`src/rtl/hidden_unit_reader_if.sv`:
```
// Bundle between the hidden-unit reader, the hidden-unit RAM read port and
// the output-layer stream consumer.
interface hidden_unit_reader_if #(
  parameter int ADDR_WIDTH = 5,
  parameter int DATA_WIDTH = 8
);
  logic [ADDR_WIDTH-1:0] ram_addr;
  logic                  ram_we;
  logic [DATA_WIDTH-1:0] ram_q;
  logic [DATA_WIDTH-1:0] out_data;
  logic [ADDR_WIDTH-1:0] out_idx;
  logic                  out_last;
  logic                  out_valid;
  logic                  out_ready;

  modport master (
    output ram_addr, ram_we, out_data, out_idx, out_last, out_valid,
    input  ram_q, out_ready
  );

  modport slave (
    input  ram_addr, ram_we, out_data, out_idx, out_last, out_valid,
    output ram_q, out_ready
  );
endinterface

```
`src/rtl/hidden_unit_reader.sv`:
```
// Sweeps the hidden-unit RAM from address 0 to NUM_UNITS-1 and streams each value
// with its index, hiding the RAM's one-cycle read latency behind a 2-entry buffer.
module hidden_unit_reader #(
  parameter int ADDR_WIDTH = 5,
  parameter int DATA_WIDTH = 8,
  parameter int NUM_UNITS  = 32
) (
  input  logic                 clk,
  input  logic                 rst,
  input  logic                 start,
  hidden_unit_reader_if.master bus,
  output logic                 busy,
  output logic                 done
);

  localparam logic [ADDR_WIDTH:0]   LAST_CNT = (ADDR_WIDTH+1)'(NUM_UNITS - 1);
  localparam logic [ADDR_WIDTH-1:0] LAST_IDX = ADDR_WIDTH'(NUM_UNITS - 1);

  typedef enum logic [1:0] {IDLE, READ, DRAIN} state_t;

  state_t                state;
  state_t                state_next;
  logic [ADDR_WIDTH:0]   issue_cnt;
  logic [ADDR_WIDTH-1:0] addr_hold;
  logic [ADDR_WIDTH-1:0] tag;
  logic                  inflight;
  logic                  issue;
  logic                  pop;
  logic                  valid;
  logic [DATA_WIDTH-1:0] buf_data [2];
  logic [ADDR_WIDTH-1:0] buf_idx  [2];
  logic                  wr_ptr;
  logic                  rd_ptr;
  logic [1:0]            count;
  logic [2:0]            occupancy;

  assign valid = (count != 2'd0);
  assign pop   = valid && bus.out_ready;

  // A beat leaving this cycle frees its slot, which keeps the stream at one beat per cycle.
  assign occupancy = {1'b0, count} + {2'b00, inflight} - {2'b00, pop};

  always_ff @(posedge clk or posedge rst) begin
    if (rst) state <= IDLE;
    else     state <= state_next;
  end

  always_comb begin
    state_next = state;
    issue      = 1'b0;
    done       = 1'b0;
    case (state)
      IDLE:  if (start) state_next = READ;
      READ: begin
        if (occupancy < 3'd2) begin
          issue = 1'b1;
          if (issue_cnt == LAST_CNT) state_next = DRAIN;
        end
      end
      DRAIN: begin
        if (!inflight && !valid) begin
          done       = 1'b1;
          state_next = IDLE;
        end
      end
      default: state_next = IDLE;
    endcase
  end

  always_ff @(posedge clk or posedge rst) begin
    if (rst) begin
      issue_cnt  <= '0;
      addr_hold  <= '0;
      tag        <= '0;
      inflight   <= 1'b0;
      wr_ptr     <= 1'b0;
      rd_ptr     <= 1'b0;
      count      <= 2'd0;
      buf_data[0] <= '0;
      buf_data[1] <= '0;
      buf_idx[0]  <= '0;
      buf_idx[1]  <= '0;
    end else begin
      if (state == IDLE && start) begin
        issue_cnt <= '0;
      end else if (issue) begin
        issue_cnt <= issue_cnt + 1'b1;
        addr_hold <= issue_cnt[ADDR_WIDTH-1:0];
        tag       <= issue_cnt[ADDR_WIDTH-1:0];
      end
      inflight <= issue;
      if (inflight) begin
        buf_data[wr_ptr] <= bus.ram_q;
        buf_idx[wr_ptr]  <= tag;
        wr_ptr           <= ~wr_ptr;
      end
      if (pop) rd_ptr <= ~rd_ptr;
      case ({inflight, pop})
        2'b10:   count <= count + 2'd1;
        2'b01:   count <= count - 2'd1;
        default: count <= count;
      endcase
    end
  end

  assign bus.ram_addr  = issue ? issue_cnt[ADDR_WIDTH-1:0] : addr_hold;
  assign bus.ram_we    = 1'b0;
  assign bus.out_valid = valid;
  assign bus.out_data  = buf_data[rd_ptr];
  assign bus.out_idx   = buf_idx[rd_ptr];
  assign bus.out_last  = valid && (buf_idx[rd_ptr] == LAST_IDX);
  assign busy          = (state != IDLE);

endmodule

```
`src/flat_wrapper.sv`:
```
// flat-port wrapper written by rule: the top's interface ports become plain ports
module hidden_unit_reader_flat 
#(
  parameter int ADDR_WIDTH = 5,
  parameter int DATA_WIDTH = 8,
  parameter int NUM_UNITS  = 32
)
  (clk, rst, start, busy, done, bus_ram_addr, bus_ram_we, bus_out_data, bus_out_idx, bus_out_last, bus_out_valid, bus_ram_q, bus_out_ready);
  hidden_unit_reader_if #(.ADDR_WIDTH(ADDR_WIDTH), .DATA_WIDTH(DATA_WIDTH)) bus_i ();
  input  logic clk;
  input  logic rst;
  input  logic start;
  output logic busy;
  output logic done;
  output wire logic [$bits(bus_i.ram_addr)-1:0] bus_ram_addr;
  output wire logic [$bits(bus_i.ram_we)-1:0] bus_ram_we;
  output wire logic [$bits(bus_i.out_data)-1:0] bus_out_data;
  output wire logic [$bits(bus_i.out_idx)-1:0] bus_out_idx;
  output wire logic [$bits(bus_i.out_last)-1:0] bus_out_last;
  output wire logic [$bits(bus_i.out_valid)-1:0] bus_out_valid;
  input wire logic [$bits(bus_i.ram_q)-1:0] bus_ram_q;
  input wire logic [$bits(bus_i.out_ready)-1:0] bus_out_ready;
  assign bus_ram_addr = bus_i.ram_addr;
  assign bus_ram_we = bus_i.ram_we;
  assign bus_out_data = bus_i.out_data;
  assign bus_out_idx = bus_i.out_idx;
  assign bus_out_last = bus_i.out_last;
  assign bus_out_valid = bus_i.out_valid;
  assign bus_i.ram_q = bus_ram_q;
  assign bus_i.out_ready = bus_out_ready;
  hidden_unit_reader #(.ADDR_WIDTH(ADDR_WIDTH), .DATA_WIDTH(DATA_WIDTH), .NUM_UNITS(NUM_UNITS)) u_core (.clk(clk), .rst(rst), .start(start), .bus(bus_i), .busy(busy), .done(done));
endmodule
```
`config.mk`:
```
export PLATFORM = sky130hd
export DESIGN_NAME = hidden_unit_reader_flat
export DESIGN_NICKNAME = d
export VERILOG_FILES = /design/src/rtl/hidden_unit_reader_if.sv /design/src/rtl/hidden_unit_reader.sv /design/src/flat_wrapper.sv
export SDC_FILE = /design/constraint.sdc
export NUM_CORES = 1
export LEC_CHECK = 0
export CAP_MARGIN = 20
export CORE_MARGIN = 5
export CORE_UTILIZATION = 53
export DETAILED_ROUTE_END_ITERATION = 10
export PLACE_DENSITY = 0.77
export SLEW_MARGIN = 10
export SYNTH_ARGS = -nofsm -noshare
export SYNTH_HDL_FRONTEND = slang
export SYNTH_SLANG_ARGS = --single-unit
export TNS_END_PERCENT = 1
```
`constraint.sdc`:
```
create_clock -name clk -period 4.3 [get_ports clk]
set_clock_uncertainty 0.2 [all_clocks]
set_input_delay 0.86 -clock clk [delete_from_list [all_inputs] [get_ports clk]]
set_output_delay 0.86 -clock clk [all_outputs]
set_load 0.1 [all_outputs]
```
==> impl_metrics.yaml, run 1 <==
critical_path:
  cp_max_fo: 8
  cp.required_ns: 3.24
  crit_chain: "clkdlybuf4s50_1 -> nor2b_1 -> o21ai_1 -> fa_1 -> and3b_2 -> nand2_4 -> buf_4 -> o21ai_2 -> buf_12"
  worst_path_largest_cell_delay_ns: 0.56
  slowest_stage: "fa_1"
  crit_family: "buffers and inverters"
  start_kind: "primary input"
  path_buf_inv: 3
  cp.arrival_ns: 3.11
  criticalPathCategory: "primary input to primary output"
  cp-end-kind: "primary output"
clock_tree:
  clockBufferDepth: 2
  numCtsBuffers: 5
  cts-htree-levels: 2
  clkSinkCount: 49
  postCtsSetupRepairBufs: 0
  root_buffer: "clkbuf_8"
  clock_latency_ns: 0.30
  cts_tree: "yes"
  clkTransAtPathRegs_ns: 0.08
cells_and_area:
  ff_latch_area_um2: 1226
  antennaDiodeCount: 0
  multi_input_area_um2: 1051
  fill_cells: 329
  drive_above_1_share_pct: 42.99
  nets: 227
  area_growth_pct: 21.16
min_path:
  hold_path_class: "register to register"
die:
  chipHeight_um: 76.39
  io_pins: 35
  start_util_pct: 54.02
  core.rowCount: 24
  core_area_um2: 4324
  die_area_um2: 5835
  dieWidth_um: 76.39
placed_design:
  routabilityCongestion: 0.8217
  numPortBuffers: 33
  dp_hpwl_um: 3106
detailed_routing:
  drcViolationCount: 0
  num_vias: 1509
  drt_wl_total_um: 4360
  wl_per_cell_um: 16.39
  vias_per_cell: 5.673
  drtIter0Drc: 30
  drtPass1Iterations: 4
  postRouteAntennaNets: 0
timing:
  finalHoldViolations: 0
  rsz0062_at_grt: "no"
  slew_headroom_pct: 35.07
  max_freq_mhz: 240.0
  hold_ws_ns: 0.2822
  finalSetupViolations: 0
  fin_crit_sh_pct: 96.90
  period_needed_ns: 4.167
  slew_violations: 0
  worst_pin_slew_ns: 0.9709
yosys:
  yosys_register_bits: 49
  async_flop_share_pct: 100.0
  syn_inst: 176
  synth.cell_area_um2: 2336
  synth_nets: 190
  post_synth_num_cell_types: 41
  synth-edff-count: 0
  ys_warn_count: 0
  syn_area_per_cell_um2: 13.27
  synth-main-ff-cell: "dfrtp_1"
  synth_seq_area_share_pct: 52.49
grt:
  grt_use_total_pct: 16.15
  grt_max_degree: 50
  grt_pass1_wl_um: 7665
  antenna_found_initial: 0
  grt_remaining_overflow: 0
  grt_pass1_vias: 1620
status:
  status: "complete, no violations"
job:
  max_cap_violations: 0
[cells in the final DEF (no fill, tap or decap), types with 2 or more instances in the layout]
cell type	n
clkbuf_1	2
clkdlybuf4s50_1	13
clkbuf_8	5
a31oi_1	2
nand3_1	3
o21ai_0	6
inv_2	2
dfrtp_1	49
nand4_1	3
or2_2	2
mux2_2	45
nand2b_1	3
buf_4	19
xor2_1	3
nor2b_1	3
mux2i_1	5
nand2_1	9
buf_12	6
nor2_1	4
mux2_4	5
[metrics by stage]
| step | instances | utilization (%) | setup WS, ns | TNS, ns | instance area, um2 |
|---|---|---|---|---|---|
| after detailed placement | 257 | 63.05 | 0.06487 | 0 | 2726 |
| final | 266 | 65.45 | 0.1332 | 0 | 2830 |
| after floorplan | 176 | - | -0.3154 | -0.5710 | 2345 |
| after CTS | 265 | 64.99 | 0.04722 | 0 | 2810 |
| after global placement | 257 | 63.05 | 0.1006 | 0 | 2726 |
| after global routing | 266 | 65.45 | 0.01544 | 0 | 2830 |
[worst register-to-register path: stages, from the launching register on]
cell	delay, ns
dfrtp_1	0.52
or2_2	0.40
nand2_1	0.12
nor2_1	0.07
fa_1	0.60
and3b_2	0.27
nand2_4	0.12
buf_4	0.18
inv_2	0.11
mux2_2	0.35
[flip-flops by register name, summed over array words and instances (netlist names)]
| signal | cells |
|---|---|
| u_core.state | 2 |
| u_core.buf_idx | 10 |
| u_core.buf_data | 16 |
| u_core.addr_hold | 5 |
| u_core.tag | 5 |
| u_core.wr_ptr | 1 |
| u_core.rd_ptr | 1 |
| u_core.issue_cnt | 6 |
| u_core.inflight | 1 |
| u_core.count | 2 |
[routing by layer]
layer | GRT usage (%) | up-vias | wire (um)
met4 | 6.294 | 0 | 107
li1 | - | 693 | -
met1 | 19.43 | 764 | 1818
met2 | 26.46 | 38 | 2220
met5 | 0 | - | 0
met3 | 5.674 | 14 | 214
[cell usage after synthesis, types with 2 or more instances]
library cell	count	share of area, %
xor2_1	3	1.1
nand2b_1	3	0.80
nor2_1	4	0.64
nand4_1	3	0.80
nand3_1	3	0.64
buf_6	2	0.96
or2_2	2	0.54
o21ai_0	8	1.7
mux2i_1	5	2.1
dfrtp_1	49	52
a31oi_1	2	0.54
mux2_4	5	3.2
buf_4	2	0.64
nor2b_1	3	0.80
inv_1	2	0.32
nand2_1	9	1.4
buf_2	3	0.64
mux2_2	45	22
[logic make-up after synthesis]
| kind of cell | Yosys count | share of synthesized area [%] |
|---|---|---|
| muxes | 56 | 27.53 |
| AOI/OAI and AO/OA | 14 | 3.535 |
| DFF | 49 | 52.49 |
| other | 1 | 0.1605 |
| adders and majority gates | 2 | 1.393 |
| and+or+nand+nor | 38 | 9.320 |
| xor gates and xnor gates | 5 | 2.679 |
| buffers and inverters | 11 | 2.892 |
[final cells by class]
| type | instances | area share, % |
|---|---|---|
| sequential | 49 | 43.32 |
| multi-input combinational | 116 | 37.14 |
| timing repair buffer | 38 | 13.88 |
| clock buffer | 7 | 2.697 |
| tap | 52 | 2.299 |
| inverter | 3 | 0.3979 |
| clock inverter | 1 | 0.2653 |
[final timing paths]
path                       slack, ns  cells past startpoint                start                  end
setup / recovery                0.13                      9        bus_out_ready      bus_ram_addr[4]
hold / removal                  0.28                      1  u_core.issue_cnt[5]  u_core.issue_cnt[5]
setup reg to reg                1.29                      9      u_core.count[1]        u_core.tag[1]
hold reg to reg                 0.28                      1  u_core.issue_cnt[5]  u_core.issue_cnt[5]
max in group asynchronous       2.84                      3                  rst        u_core.tag[4]
min in group asynchronous       0.59                      2                  rst   u_core.buf_data[8]
[repair_timing]
action | CTS | global route
endpoints found under the setup margin | 0 | 5
resized for setup | 0 | 1
hold buffers | 0 | 0
Power of run 1 is left out: the tool's default activity adds up to more than one toggle a clock period on the data nets, which glitch-free logic cannot reach.
==> inputs of run 2 (changes only) <==
Settings changed: CTS_CLUSTER_SIZE from default to 40.
==> results of run 2 <==
Final layout, timing and power as in run 1 (identical DEF).
Power of run 2 is left out for the same reason.
==> inputs of run 3 (changes only) <==
Settings changed: CORE_MARGIN 5 to 10, CTS_CLUSTER_SIZE 40 to 16.
==> run 3 against run 2 <==
Sequential cell count unchanged. Via count decreased by 2.2%. Global-route usage decreased by 3.5 points. Die area grew 28%. Non-clock buffer count decreased by 1. Design area is 0.75% lower. Register-to-register slack improved by 0.22 ns. Sequential share of layout area is 0.33 points higher. Critical path depth did not move. First-iteration DRC count rose by 100%. Wire length up 3.7%. Clock-buffer cell count is 1 higher. Largest cell class unchanged.
==> impl_metrics.yaml, run 3 (synthesis gave the netlist of run 1 again) <==
status:
  status: "complete, no violations"
critical_path:
  cp_max_fo: 12
  cp.required_ns: 3.24
  rrSetupSlack_ns: 1.51
  critPathLaunch: "bus_out_ready"
  cp.arrival_ns: 3.12
  start_kind: "primary input"
  r2r_cells: 8
  timing.rr.start: "u_core.count[0]"
  cp-end-kind: "primary output"
  r2r_end: "u_core.tag[2]"
  setup.worst_path.end: "bus_ram_addr[4]"
  criticalPathCategory: "primary input to primary output"
clock_tree:
  root_buffer: "clkbuf_8"
  cts_resized: 0
  cts-htree-levels: 2
  postCtsSetupRepairBufs: 0
  clock_latency_ns: 0.29
  numCtsBuffers: 5
  clockBufferDepth: 2
  cts_tree: "yes"
  cts-hold-fix-buffers: 0
  clkTransAtPathRegs_ns: 0.08
  clkSinkCount: 49
placed_design:
  routabilityCongestion: 0.7842
  numPortBuffers: 33
  postPlaceCellArea_um2: 2726
  preCtsSetupSlack_ns: 0.05852
  dp_hpwl_um: 3316
grt:
  grt_max_degree: 50
  grt_pass1_wl_um: 7714
  grt_pass1_vias: 1588
  grt_use_total_pct: 12.66
  antenna_found_initial: 0
  grt_remaining_overflow: 0
die:
  die_area_um2: 7463
  start_util_pct: 54.02
  chipHeight_um: 86.39
  core.rowCount: 24
  core_area_um2: 4324
  io_pins: 35
  dieWidth_um: 86.39
cells_and_area:
  layout_commonest_cell: "dfrtp_1"
  top_regs: "u_core.buf_data (16), u_core.buf_idx (10), u_core.issue_cnt (6)"
  final_cell_mix: "49 x dfrtp_1, 45 x mux2_2, 19 x buf_4"
  nets: 226
  final_area_um2: 2809
  top_register: "u_core.buf_data"
  fin_util_pct: 64.96
  largest_reg_flops: 16
  antennaDiodeCount: 0
  area_growth_pct: 20.25
  drive_above_1_share_pct: 42.72
detailed_routing:
  drcViolationCount: 0
  drt_wl_total_um: 4522
  postRouteAntennaNets: 0
  num_vias: 1476
  drtPass1Iterations: 4
  drtIter0Drc: 60
  wl_per_cell_um: 17.06
  vias_per_cell: 5.570
timing:
  fin_crit_sh_pct: 97.16
  slew_headroom_pct: 34.79
  rsz0062_at_grt: "yes"
  finalSetupViolations: 0
  period_needed_ns: 4.178
  finalHoldViolations: 0
  max_freq_mhz: 239.4
  worst_pin_slew_ns: 0.9750
  slew_violations: 0
  worst_slack_ns: 0.1222
min_path:
  hold_path_class: "register to register"
job:
  max_cap_violations: 0
==> run 3: cell types whose count changed in the layout (fill, tap and decap cells not counted), sizes merged <==
cell	delta
clkbuf	+1
buf	-1
clkinvlp	-1
==> run 3: metal layers <==
layer / routed length (um) / up-vias / track usage, %
li1: - / 692 / -
met1: 1811 / 741 / 13.89
met2: 2357 / 39 / 21.88
met3: 321 / 4 / 5.347
met4: 32 / 0 / 3.387
met5: 0 / - / 0
==> run 3: how the worst min path moves through the flow <==
| stage | start | end | slack [ns] | cells past startpoint |
|---|---|---|---|---|
| 2_1_floorplan | u_core.issue_cnt[5] | u_core.issue_cnt[5] | 0.24 | 1 |
| 3_3_place_gp | u_core.issue_cnt[5] | u_core.issue_cnt[5] | 0.26 | 1 |
| 3_5_place_dp | u_core.issue_cnt[5] | u_core.issue_cnt[5] | 0.28 | 1 |
| 4_1_cts | u_core.issue_cnt[5] | u_core.issue_cnt[5] | 0.29 | 1 |
| 5_1_grt | u_core.buf_idx[1] | u_core.buf_idx[1] | 0.31 | 1 |
| 6_report | u_core.issue_cnt[5] | u_core.issue_cnt[5] | 0.29 | 1 |
==> run 3: layout make-up <==
| class | instances | area, um2 |
|---|---|---|
| well taps | 52 | 65.06 |
| clock buffers | 8 | 80.08 |
| inverters | 3 | 11.26 |
| fillers | 321 | 1515 |
| repair buffers | 37 | 372.9 |
| flip-flops and latches | 49 | 1226 |
| multi-input cells | 116 | 1054 |
==> run 3: critical path, stage by stage <==
cell and delay (ns):
clkdlybuf4s50_1 0.46, nor2b_1 0.21, o21ai_1 0.11, fa_2 0.57
and3b_2 0.22, nand2_4 0.13, buf_4 0.19, o21ai_2 0.16
buf_12 0.20
==> run 3: through the flow <==
stage / hold slack (ns) / setup TNS [ns] / instances
global route: 0.3133 / 0 / 265
floorplan: 0.2375 / -0.5710 / 176
finish: 0.2856 / 0 / 265
global placement: 0.2594 / 0 / 257
CTS: 0.2878 / 0 / 265
detailed placement: 0.2761 / 0 / 257
Power of run 3 is left out for the same reason.
